$ cat src/rtl/riscv_pkg.sv
// Shared RV32 definitions for the front end: opcode constants, the NOP word,
// and the fetch-stage state and next-PC select encodings.
package riscv_pkg;

  localparam logic [6:0] OPC_OP     = 7'b0110011;
  localparam logic [6:0] OPC_LOAD   = 7'b0000011;
  localparam logic [6:0] OPC_OP_IMM = 7'b0010011;
  localparam logic [6:0] OPC_STORE  = 7'b0100011;
  localparam logic [6:0] OPC_BRANCH = 7'b1100011;
  localparam logic [6:0] OPC_JAL    = 7'b1101111;
  localparam logic [6:0] OPC_LUI    = 7'b0110111;
  localparam logic [6:0] OPC_AUIPC  = 7'b0010111;

  localparam logic [31:0] NOP_INSTR = 32'h0000_0013;

  typedef enum logic [1:0] {
    S_FETCH,
    S_VALID,
    S_DROP
  } fetch_state_t;

  typedef enum logic [1:0] {
    PC_HOLD,
    PC_INC,
    PC_REDIR,
    PC_LATCHED
  } pc_sel_t;

endpackage

$ cat src/rtl/fetch_pc_sel.sv
// Next fetch-address mux: hold / sequential +4 / fresh redirect / latched target.
// Purely combinational; redirect targets are word-aligned here and misalignment flagged.
module fetch_pc_sel
  import riscv_pkg::*;
#(
  parameter int XLEN = 32
) (
  input  fetch_state_t    state,
  input  logic            imem_ack,
  input  logic            instr_ready,
  input  logic            redirect_valid,
  input  logic [XLEN-1:0] redirect_pc,
  input  logic [XLEN-1:0] fetch_pc,
  input  logic [XLEN-1:0] pc,
  input  logic [XLEN-1:0] drop_target,
  output logic [XLEN-1:0] next_fetch_pc,
  output logic [XLEN-1:0] next_target,
  output logic            misalign
);

  logic [XLEN-1:0] redir_tgt;
  pc_sel_t         sel;

  always_comb begin
    redir_tgt = {redirect_pc[XLEN-1:2], 2'b00};
    misalign  = redirect_valid && (redirect_pc[1:0] != 2'b00);
    // A redirect newer than the latched one always wins.
    next_target = redirect_valid ? redir_tgt : drop_target;

    sel = PC_HOLD;
    case (state)
      S_FETCH: if (redirect_valid && imem_ack) sel = PC_REDIR;
      S_DROP:  if (imem_ack) sel = redirect_valid ? PC_REDIR : PC_LATCHED;
      S_VALID: begin
        if (redirect_valid)   sel = PC_REDIR;
        else if (instr_ready) sel = PC_INC;
      end
      default: sel = PC_HOLD;
    endcase

    case (sel)
      PC_INC:     next_fetch_pc = pc + XLEN'(4);
      PC_REDIR:   next_fetch_pc = redir_tgt;
      PC_LATCHED: next_fetch_pc = drop_target;
      default:    next_fetch_pc = fetch_pc;
    endcase
  end

endmodule

$ cat src/rtl/instr_fetch.sv
// Instruction fetch: PC, imem req/ack, valid/ready instruction output; one instr per 2 cycles at best.
// Stale fetches after a redirect are drained in S_DROP; output holds while instr_ready is low.
module instr_fetch
  import riscv_pkg::*;
#(
  parameter int              XLEN     = 32,
  parameter logic [XLEN-1:0] RESET_PC = '0
) (
  input  logic            clk,
  input  logic            reset,
  output logic            imem_req,
  output logic [XLEN-1:0] imem_addr,
  input  logic            imem_ack,
  input  logic [31:0]     imem_rdata,
  output logic            instr_valid,
  input  logic            instr_ready,
  output logic [31:0]     instr,
  output logic [6:0]      opcode,
  output logic [XLEN-1:0] pc,
  output logic [XLEN-1:0] pc_plus4,
  input  logic            redirect_valid,
  input  logic [XLEN-1:0] redirect_pc,
  output logic            misalign_err
);

  fetch_state_t    state;
  logic            req_q;
  logic [XLEN-1:0] fetch_pc;
  logic [XLEN-1:0] drop_target;
  logic [XLEN-1:0] next_fetch_pc;
  logic [XLEN-1:0] next_target;
  logic            misalign;

  fetch_pc_sel #(.XLEN(XLEN)) u_pc_sel (
    .state          (state),
    .imem_ack       (imem_ack),
    .instr_ready    (instr_ready),
    .redirect_valid (redirect_valid),
    .redirect_pc    (redirect_pc),
    .fetch_pc       (fetch_pc),
    .pc             (pc),
    .drop_target    (drop_target),
    .next_fetch_pc  (next_fetch_pc),
    .next_target    (next_target),
    .misalign       (misalign)
  );

  // Reset masks the request immediately so a pending fetch is abandoned in the same cycle.
  assign imem_req  = req_q && !reset;
  assign imem_addr = fetch_pc;

  always_ff @(posedge clk) begin
    if (reset) begin
      state        <= S_FETCH;
      req_q        <= 1'b1;
      fetch_pc     <= RESET_PC;
      drop_target  <= RESET_PC;
      instr        <= NOP_INSTR;
      opcode       <= NOP_INSTR[6:0];
      pc           <= RESET_PC;
      pc_plus4     <= RESET_PC + XLEN'(4);
      instr_valid  <= 1'b0;
      misalign_err <= 1'b0;
    end else begin
      fetch_pc    <= next_fetch_pc;
      drop_target <= next_target;
      if (misalign) misalign_err <= 1'b1;

      case (state)
        S_FETCH: begin
          if (redirect_valid) begin
            if (!imem_ack) state <= S_DROP;
          end else if (imem_ack) begin
            instr       <= imem_rdata;
            opcode      <= imem_rdata[6:0];
            pc          <= fetch_pc;
            pc_plus4    <= fetch_pc + XLEN'(4);
            instr_valid <= 1'b1;
            req_q       <= 1'b0;
            state       <= S_VALID;
          end
        end
        S_VALID: begin
          if (redirect_valid || instr_ready) begin
            instr_valid <= 1'b0;
            req_q       <= 1'b1;
            state       <= S_FETCH;
          end
        end
        S_DROP: begin
          if (imem_ack) state <= S_FETCH;
        end
        default: begin
          state       <= S_FETCH;
          req_q       <= 1'b1;
          instr_valid <= 1'b0;
        end
      endcase
    end
  end

endmodule

$ cat config.mk
export PLATFORM = sky130hd
export DESIGN_NAME = instr_fetch
export DESIGN_NICKNAME = d
export VERILOG_FILES = /design/src/rtl/riscv_pkg.sv /design/src/rtl/fetch_pc_sel.sv /design/src/rtl/instr_fetch.sv
export SDC_FILE = /design/constraint.sdc
export NUM_CORES = 1
export LEC_CHECK = 0
export ABC_CLOCK_PERIOD_IN_PS = 4700
export CORE_UTILIZATION = 40
export DETAILED_ROUTE_END_ITERATION = 10
export MAX_ROUTING_LAYER = met4
export PLACE_DENSITY_LB_ADDON = 0.05
export SYNTH_ARGS = -nofsm -noshare
export SYNTH_HDL_FRONTEND = slang
export SYNTH_SLANG_ARGS = --single-unit
$ cat constraint.sdc
create_clock -name clk -period 4.7 [get_ports clk]
set_clock_uncertainty 0.2 [all_clocks]
set_input_delay 0.705 -clock clk [delete_from_list [all_inputs] [get_ports clk]]
set_output_delay 0.705 -clock clk [all_outputs]
set_load 0.05 [all_outputs]
==> results.md <==
Clock tree:
- The CTS buffer count is 17.
- After clock tree synthesis, the flow added hold-fix buffers numbering 0.
- TritonCTS built the clock tree.
- The number of buffers added for setup after CTS is 0.
- The clock reaches the later pin of the worst-skew pair after about 0.43 ns.
- In this run the number of H-tree levels came out at 4.
- Gates resized during post-CTS repair numbered 0.
- The maximum buffer depth of the clock tree is 2.
- Clock tree synthesis selected as its root buffer the cell clkbuf_16.
- The clock transition at the registers of the reported paths is approximately 0.06 ns.
- The number of clock sinks seen by CTS is ~160.

STA:
- The clock period could shrink to approximately 2.9 ns.
- The number of hold violations in the final report came to 0.
- The final critical path takes up between 60% and 70% of the cycle.
- Setup violations remaining at the end of the flow were counted as 0.
- For this run, the top clock speed supported by timing is around 350 MHz.
- The worst pin sits at a relative slew slack of a little over a quarter.
- The final setup TNS is 0 ns.
- The minimum setup slack in the final design is between 1.5 and 2 ns.
- The count of pins over their slew limit came to 0.
- Setup repair after global routing left no endpoint under its margin.
- The transition at the pin with the smallest max-transition slack is approximately 1.1 ns.
- Hold timing on the final database bottoms out at a slack of 0.247 ns.

GRT:
- After global routing the overflow that remains totals 0.
- The initial antenna violation count is 0.
- Global routing used 25.4% of the available tracks across all layers.
- The first global-routing pass estimated roughly 35000 microns of wire.
- The via count of the first global-routing pass is around 6300.
- The pin count of the biggest net entering global routing is 69.

Synth:
- In this run, synthesis inferred 0 flip-flops with an integrated enable.
- Counting every instance in the synthesized netlist gives 878.
- The synthesized netlist occupies a cell area of 7270 sq um.
- In this run the biggest area consumer among cell types represents 44.3% of the synthesized area.
- In this run the mean area of a mapped cell was just over 8 sq um.
- Summing the sequential cell areas from Yosys gives 44.3% of the chip area.
- After synthesis, the cell types taking the most area are dfxtp_1, nand2_1, a21oi_1.
- The cell type with the largest total area after synthesis is dfxtp_1.
- The Yosys step of the flow raised 0 warnings.
- After synthesis, the netlist uses around 50 different library cells.
- The async set or reset register ratio after synthesis is 0%.
- By count the netlist is led by nand2_1, dfxtp_1, a21oi_1.
- Counting every net in the synthesized netlist gives about 950.
- Counting flops and latches in the post-synthesis netlist gives roughly 160.
- The top flip-flop cell by instance count after synthesis is dfxtp_1.
- In the post-synthesis netlist, the cell with the most instances is nand2_1.

Layout:
- The relative area change from synthesis to final layout is 37.9%.
- The number of standard cells in the layout, taps in and fillers out is 1280.
- The number of filler cells placed in the layout is between 1500 and 2000.
- The area occupied by registers is 3220 sq um.
- The number of antenna cells inserted is 0.
- At the end of the flow, the number of nets in the layout was about 1100.
- Summing all multi-input logic gate instances after layout gives roughly 3700 sq um.
- The fraction of final layout cells sized beyond drive strength 1 is 6.73%.
- The final core utilization is approximately 57%.
- With fillers left out, the area of the finished cells amounts to around 10000 sq um.

Worst setup path:
- The worst-case register-to-register setup slack is 2.11 ns.
- The startpoint identified for the worst register-to-register timing path is state[0].
- The category of the worst setup path capture point is a flop.
- STA classifies the critical path startpoint as an input port.
- The required time at the worst-slack endpoint is ~4.8 ns.
- The kind of critical path is input port to flop.
- Of all nets on the critical path, the largest fanout is 18.
- The arrival time of the worst setup path is approximately 3 ns.
- In this run the worst setup path begins at imem_ack.

Placement:
- The HPWL reported at the end of detailed placement is between 15000 and 20000 microns.
- Before CTS, the worst setup slack after placement is 1.43 ns.
- The last weighted congestion value of the routability-driven placer is roughly 0.83.
- The count of port buffers added during placement is about 210.
- The placement-stage cell area is ~9400 sq um.
- The total instance count after detailed placement is approximately 1300.

Die:
- The height of the die is ~140 microns.
- The number of core rows is 48.
- The placeable core area is 17500 sq um.
- just over 200 I/O pins were placed.
- The die covers ~19000 sq um.
- The initial core utilization is between 40% and 50%.
- The die is 137 microns wide.

Drt:
- Dividing the detail-routed via count by the number of cells gives 5.36.
- The average detailed-routed wire length per instance is 17.8 microns.
- After detailed routing, the number of remaining DRC violations is 0.
- In this run, the number of DRC markers left after iteration 0 of detailed routing was 466.
- The first-pass detailed-route iteration total is 5.
- The total wire length is between 20000 and 25000 microns.
- The number of nets with antenna violations after routing is 0.
- The number of vias after detailed routing is 6859.

Pwr:
- Dividing total power by cell area gives a power density of ~370 nW/um^2.
- IR analysis of the VDD net gives a maximum drop of roughly 0.27 mV.
- The total design power is approximately 3.7 mW.
- In this run the static leakage power is 3.51 nW.

Flow run:
- The reported max-cap violation count is 0.

Hold path:
- The startpoint of the worst hold path is misalign_err.
- The class of the worst hold path is flop to flop.

Outcome:
- The run finished with clean final reports.
-- cell families after synthesis --
kind of cell | share of synthesized area (%)
muxes | 6.73
xor gates and xnor gates | 5.30
DFF | 44.3
AOI/OAI and AO/OA | 15.9
buffers and inverters | 4.78
and+or+nand+nor | 22.6
adders and majority gates | 0.344
-- worst max-delay path: stages --
cell and delay [ns]:
clkdlybuf4s50_1 0.51, nand2b_1 0.25, a21oi_2 0.47, buf_4 0.30, nor2_1 0.14, buf_4 0.25
a32o_1 0.21, a211oi_1 0.18
-- cell type report --
type,instances,area share (%)
Inverter,11,0.412
Multi-Input combinational cell,636,37.0
Timing Repair Buffer,217,21.4
Clock inverter,9,1.57
Sequential cell,161,32.1
Tap cell,225,2.81
Clock buffer,21,4.59
-- cells in the final DEF (no fill, tap or decap), types with 3 or more instances in the layout --
master	Yosys	layout
clkdlybuf4s50_1	0	204
nand2_1	182	182
dfxtp_1	161	161
a21oi_1	90	89
nor2_1	72	71
o21ai_0	33	33
mux2i_1	32	32
xnor2_1	23	23
xor2_1	21	21
a211oi_1	18	18
nand3_1	17	17
clkbuf_16	0	17
mux2_2	15	15
nor3_1	14	14
nand4_1	12	12
inv_1	11	11
buf_4	9	11
nor4_1	10	10
o221ai_1	9	9
a311oi_1	9	9
and3_1	7	7
a22oi_1	7	7
and4_1	6	6
or3_1	5	5
a31oi_1	5	5
nor4_2	4	4
o22ai_1	4	4
o31a_1	4	4
a32o_1	4	4
bufinv_16	0	4
nand2b_1	3	3
or2_2	3	3
nor3b_1	3	3
or4_1	3	3
-- where the power goes --
group          total [mW]  internal, mW  leakage (nW)  switching (mW)
Clock                1.48         0.913         0.295           0.569
Combinational       0.674         0.249          1.89           0.424
Sequential           1.54          1.44          1.32          0.0962
-- layer usage --
metal / vias to the layer above / GRT usage, % / wire length, microns
met5: - / - / 0
met4: 0 / 5.19 / 167
met3: 14 / 5.89 / 1260
met2: 181 / 41.6 / 11100
met1: 3267 / 31.9 / 10200
li1: 3397 / - / -
-- registers in the layout, summed over array words and instances (netlist names) --
signal and count:
req_q 1, instr 32, misalign_err 1, drop_target 30, instr_valid 1, imem_addr 32, pc 32, pc_plus4 30
state 2
-- worst paths after layout --
check,endpoint,depth (start not counted)
setup / recovery,imem_addr[12],8
hold reg to reg,misalign_err,2
setup reg to reg,pc[0],5
hold / removal,misalign_err,2
Note: power is estimated with default switching activity, not from simulation.
==> RTL change 1: new RTL, same flow settings <==
`XLEN` is set to 32 in 2 places; all go to 40.
--- a/src/rtl/fetch_pc_sel.sv
+++ b/src/rtl/fetch_pc_sel.sv
@@ -3,7 +3,7 @@
 module fetch_pc_sel
   import riscv_pkg::*;
 #(
-  parameter int XLEN = 32
+  parameter int XLEN = 40
 ) (
   input  fetch_state_t    state,
   input  logic            imem_ack,
--- a/src/rtl/instr_fetch.sv
+++ b/src/rtl/instr_fetch.sv
@@ -3,7 +3,7 @@
 module instr_fetch
   import riscv_pkg::*;
 #(
-  parameter int              XLEN     = 32,
+  parameter int              XLEN     = 40,
   parameter logic [XLEN-1:0] RESET_PC = '0
 ) (
   input  logic            clk,
Interface: changed (resized imem_addr, pc, pc_plus4 and redirect_pc); port bits go from 207 to 239. No check against the original RTL was run, so the function may have changed too.
==> RTL change 1 against the original RTL <==
- clock power is 9% higher
- power up 17%
- wire length rose by 22%
- cell area increased by 19%
- worst setup slack got worse by 0.32 ns
- area after synthesis up 21%
- combinational power up 24%
- non-clock buffer count increased by 38
- sequential cell count up 32
- final cell count up 22%
- sequential power is 21% higher
- largest cell class unchanged
==> RTL change 1: results (changes against the original RTL) <==
Parameter                              Value

Layout
  Number of fillers in the final layout    1991 (was 1651)
  Proportion of layout cells with a drive suffix above 1    0.0507 (was 0.0673)
  Number of nets in the finished design    1349 (was 1115)

Run status
  Outcome    complete, no violations (unchanged)

Pwr
  Leakage power    4.24 nW (was 3.51 nW)
  Total internal power    0.00301 W (was 0.00261 W)
  Maximum vdd drop    0.000319 V (was 0.000267 V)

GRT
  Combined global-route utilization of all metal layers    0.255 (was 0.254)
  Global-route wire length before repair    43100 um (was 34900 um)
  Antenna violations before repair    1 (was 0)
  Largest net degree at the start of global routing    118 (was 69)
  Vias in the first global route    7775 (was 6301)

Worst setup path
  Minimum setup slack among reg-to-reg paths    1.50 ns (was 2.11 ns)
  Worst r2r path cells    5 (unchanged)
  Slowest stage cell, crit path    sky130_fd_sc_hd__or4_1 (was sky130_fd_sc_hd__clkdlybuf4s50_1)
  Worst stage delay on the critical path    0.86 ns (was 0.51 ns)
  Reg-to-reg endpoint    imem_addr[26] (was pc[0])
  Kind of cell adding the most delay to the critical path    simple AND/OR/NAND/NOR gates (was buffers and inverters)
  Worst Setup Path Type    flop to flop (was input port to flop)
  Worst r2r src    pc[4] (was state[0])
  Worst Path Max Fanout    11 (was 18)
  Worst EP arrival    3.31 ns (was 3.01 ns)

Synth
  Unique cell type count in the Yosys netlist    56 (was 51)
  Synthesized Nets    1166 (was 949)
  Multiplexer share of the synthesized area    0.0554 (was 0.0673)
  Xor-xnor portion of the synthesized cell area    0.0588 (was 0.0530)
  Adder and majority gate portion of the synthesized area    0.00285 (was 0.00344)
  Top cells by count, synth    193 x sky130_fd_sc_hd__dfxtp_1, 188 x sky130_fd_sc_hd__nand2_1, 114 x sky130_fd_sc_hd__a21oi_1 (was 182 x sky130_fd_sc_hd__nand2_1, 161 x sky130_fd_sc_hd__dfxtp_1, 90 x sky130_fd_sc_hd__a21oi_1)
  Synthesized-area fraction occupied by ao, oa, aoi and oai cells    0.168 (was 0.159)
  Largest cells by area after synthesis    sky130_fd_sc_hd__dfxtp_1 44%, sky130_fd_sc_hd__nand2_1 8.0%, sky130_fd_sc_hd__a21oi_1 6.5%, sky130_fd_sc_hd__mux2i_1 4.9%, sky130_fd_sc_hd__nor2_1 4.0% (was sky130_fd_sc_hd__dfxtp_1 44%, sky130_fd_sc_hd__nand2_1 9.4%, sky130_fd_sc_hd__a21oi_1 6.2%, sky130_fd_sc_hd__mux2i_1 4.4%, sky130_fd_sc_hd__nor2_1 3.7%)
  Sequential-to-total area share from yosys stat    0.439 (was 0.443)

Min path
  Min-delay src    misalign_err (unchanged)

Route
  Detailed-route via count    8441 (was 6859)
  Wire length reported by the detailed router    27800 um (was 22800 um)
  First-iteration detailed-routing DRC count    688 (was 466)

Timing
  Headroom to the max-slew limit    0.300 (was 0.272)

Place
  Port Buf Inserts    238 (was 206)
  DP HPWL    19200 um (was 15900 um)
  Final weighted congestion in routability-driven placement    0.849 (was 0.830)

Clock tree
  Clock edge transition at the registers on the reported setup and hold paths    0.07 ns
[RTL change 1: cell types whose count changed in the layout (fill, tap and decap cells not counted), sizes merged, moves of 11 or more]
cell,before,now
a21oi,90,114
clkdlybuf4s50,204,236
dfxtp,161,193
mux2,15,1
mux2i,32,43
nand3,17,33
nor2,72,94
nor4,15,26
o21ai,34,65
xnor2,23,40
[RTL change 1: power groups by stage]
stage / registers, W / clock network [W] / logic [W]
floorplan: 0.00211 / 0 / 0.000283
finish: 0.00186 / 0.00162 / 0.000838
global route: 0.00187 / 0.00170 / 0.000892
detailed placement: 0.00190 / 0 / 0.000838
CTS: 0.00186 / 0.00164 / 0.000841
global placement: 0.00189 / 0 / 0.000834
[RTL change 1: per-stage QoR]
| step | hold slack, ns | setup WS [ns] | std cells | cell area [um2] | util |
|---|---|---|---|---|---|
| 2_1_floorplan | 0.239 | 1.56 | 1087 | 8790 | - |
| 3_3_place_gp | 0.235 | 1.26 | 1526 | 11300 | 0.531 |
| 3_5_place_dp | 0.240 | 1.22 | 1526 | 11300 | 0.531 |
| 4_1_cts | 0.249 | 1.51 | 1557 | 12000 | 0.561 |
| 5_1_grt | 0.273 | 1.37 | 1558 | 12000 | 0.562 |
| 6_report | 0.250 | 1.50 | 1558 | 12000 | 0.562 |
[RTL change 1: area by class of cell]
type / count / area share
multi-input combinational: 790 / 0.378
clock inverter: 12 / 0.0173
sequential: 193 / 0.323
inverter: 13 / 0.00408
antenna: 1 / 0.000209
tap: 275 / 0.0288
clock buffer: 19 / 0.0371
timing repair buffer: 255 / 0.211
[RTL change 1: per-layer routing]
| metal | global-route usage | share of wire |
|---|---|---|
| met5 | - | 0 |
| met4 | 0.0571 | 0.0067 |
| met3 | 0.0445 | 0.068 |
| met2 | 0.379 | 0.46 |
| met1 | 0.359 | 0.47 |
==> RTL change 2: new RTL, same settings <==
Without the edit above. Reset style: asynchronous (`reset`), changed in one clocked block.
--- a/src/rtl/instr_fetch.sv
+++ b/src/rtl/instr_fetch.sv
@@ -49,7 +49,7 @@
   assign imem_req  = req_q && !reset;
   assign imem_addr = fetch_pc;
 
-  always_ff @(posedge clk) begin
+  always_ff @(posedge clk or posedge reset) begin
     if (reset) begin
       state        <= S_FETCH;
       req_q        <= 1'b1;
Check against the original RTL: differs if reset is asserted again (counterexample within 4 cycles, from zero or initial values and one cycle with reset high); with reset held inactive, the same outputs for 4 cycles.
==> RTL change 2 against the original RTL <==
- sequential cell count is the same
- worst setup slack lost 0.13 ns
- area after synthesis grew 6.4%
- register-to-register slack lost 0.11 ns
- cell area grew 5.1%
- sequential share of layout area grew 6.1 points
- wire length shrank 3.1%
- via count shrank 4.8%
- critical path type is now input port to output port
- critical endpoint is now imem_req
- highest routed layer unchanged
Power is not compared: it rests on default switching activity, and its combinational part moved more than twofold at a synthesized area within 25%.
==> RTL change 2: results (changes against the original RTL) <==
Parameter                              Value

Layout
  Number of fillers in the final layout    1727 (was 1651)
  Final non-clock buffer share    0.205 (was 0.214)
  Comb_multi_in    602 (was 636)
  Proportion of layout cells with a drive suffix above 1    0.0920 (was 0.0673)
  Clock network share of area    0.0542 (was 0.0616)

Place
  DP HPWL    15300 um (was 15900 um)

Synth
  Largest cells by area after synthesis    sky130_fd_sc_hd__dfrtp_1 50%, sky130_fd_sc_hd__nand2_1 12%, sky130_fd_sc_hd__mux2_2 4.2%, sky130_fd_sc_hd__xnor2_1 2.9%, sky130_fd_sc_hd__xor2_1 2.8% (was sky130_fd_sc_hd__dfxtp_1 44%, sky130_fd_sc_hd__nand2_1 9.4%, sky130_fd_sc_hd__a21oi_1 6.2%, sky130_fd_sc_hd__mux2i_1 4.4%, sky130_fd_sc_hd__nor2_1 3.7%)
  Top cells by count, synth    246 x sky130_fd_sc_hd__nand2_1, 156 x sky130_fd_sc_hd__dfrtp_1, 42 x sky130_fd_sc_hd__o21ai_0 (was 182 x sky130_fd_sc_hd__nand2_1, 161 x sky130_fd_sc_hd__dfxtp_1, 90 x sky130_fd_sc_hd__a21oi_1)
  Dominant register cell in the synthesized netlist    sky130_fd_sc_hd__dfrtp_1 (was sky130_fd_sc_hd__dfxtp_1)
  Xor-xnor portion of the synthesized cell area    0.0577 (was 0.0530)
  Synthesized-area fraction occupied by ao, oa, aoi and oai cells    0.113 (was 0.159)
  Synthesized Nets    903 (was 949)
  Instance count of the mapped netlist    832 (was 878)

Worst setup path
  Minimum setup slack among reg-to-reg paths    2.00 ns (was 2.11 ns)
  Worst r2r path cells    6 (was 5)
  CP Launch Point    reset (was imem_ack)

Run status
  Outcome    complete, no violations (unchanged)

Route
  Average wire per cell in the routed design    17.2 um (was 17.8 um)
  Detailed-route via count    6532 (was 6859)

GRT
  Global-route wire length before repair    34700 um (was 34900 um)
  Combined global-route utilization of all metal layers    0.236 (was 0.254)
  Vias in the first global route    6104 (was 6301)

Timing
  Slew at the pin closest to its max-slew limit    1.06 ns (was 1.09 ns)
  Share of the clock period used by the worst path after layout    0.639 (was 0.612)
  Worst hold-check slack    0.267 ns (was 0.247 ns)

Floorplan
  Height of the die    141 um (was 137 um)

Min path
  Hold Path Sink    misalign_err (unchanged)
  Hold path cells    1 (was 2)

Pwr
  Power Total    0.00611 W
[RTL change 2: changes by cell type in the layout (fill, tap and decap cells not counted), moves of 8 or more]
cell                       delta
sky130_fd_sc_hd__mux2i_1     -31
sky130_fd_sc_hd__inv_6        +8
sky130_fd_sc_hd__o21ai_0      +9
sky130_fd_sc_hd__a311oi_1     -9
sky130_fd_sc_hd__nand2_1     +63
sky130_fd_sc_hd__o21ai_1     +33
sky130_fd_sc_hd__nor2_1      -39
sky130_fd_sc_hd__nand3_1     +14
sky130_fd_sc_hd__dfrtp_1    +156
sky130_fd_sc_hd__a21oi_1     -61
sky130_fd_sc_hd__a211oi_1    -17
sky130_fd_sc_hd__o221ai_1     -8
sky130_fd_sc_hd__mux2_2      +14
sky130_fd_sc_hd__dfxtp_1    -161
[RTL change 2: layer usage]
metal | routed length (um) | up-vias
met5 | 0 | -
met4 | 329 | 0
met3 | 1270 | 21
met2 | 9590 | 240
met1 | 10900 | 3077
li1 | - | 3194
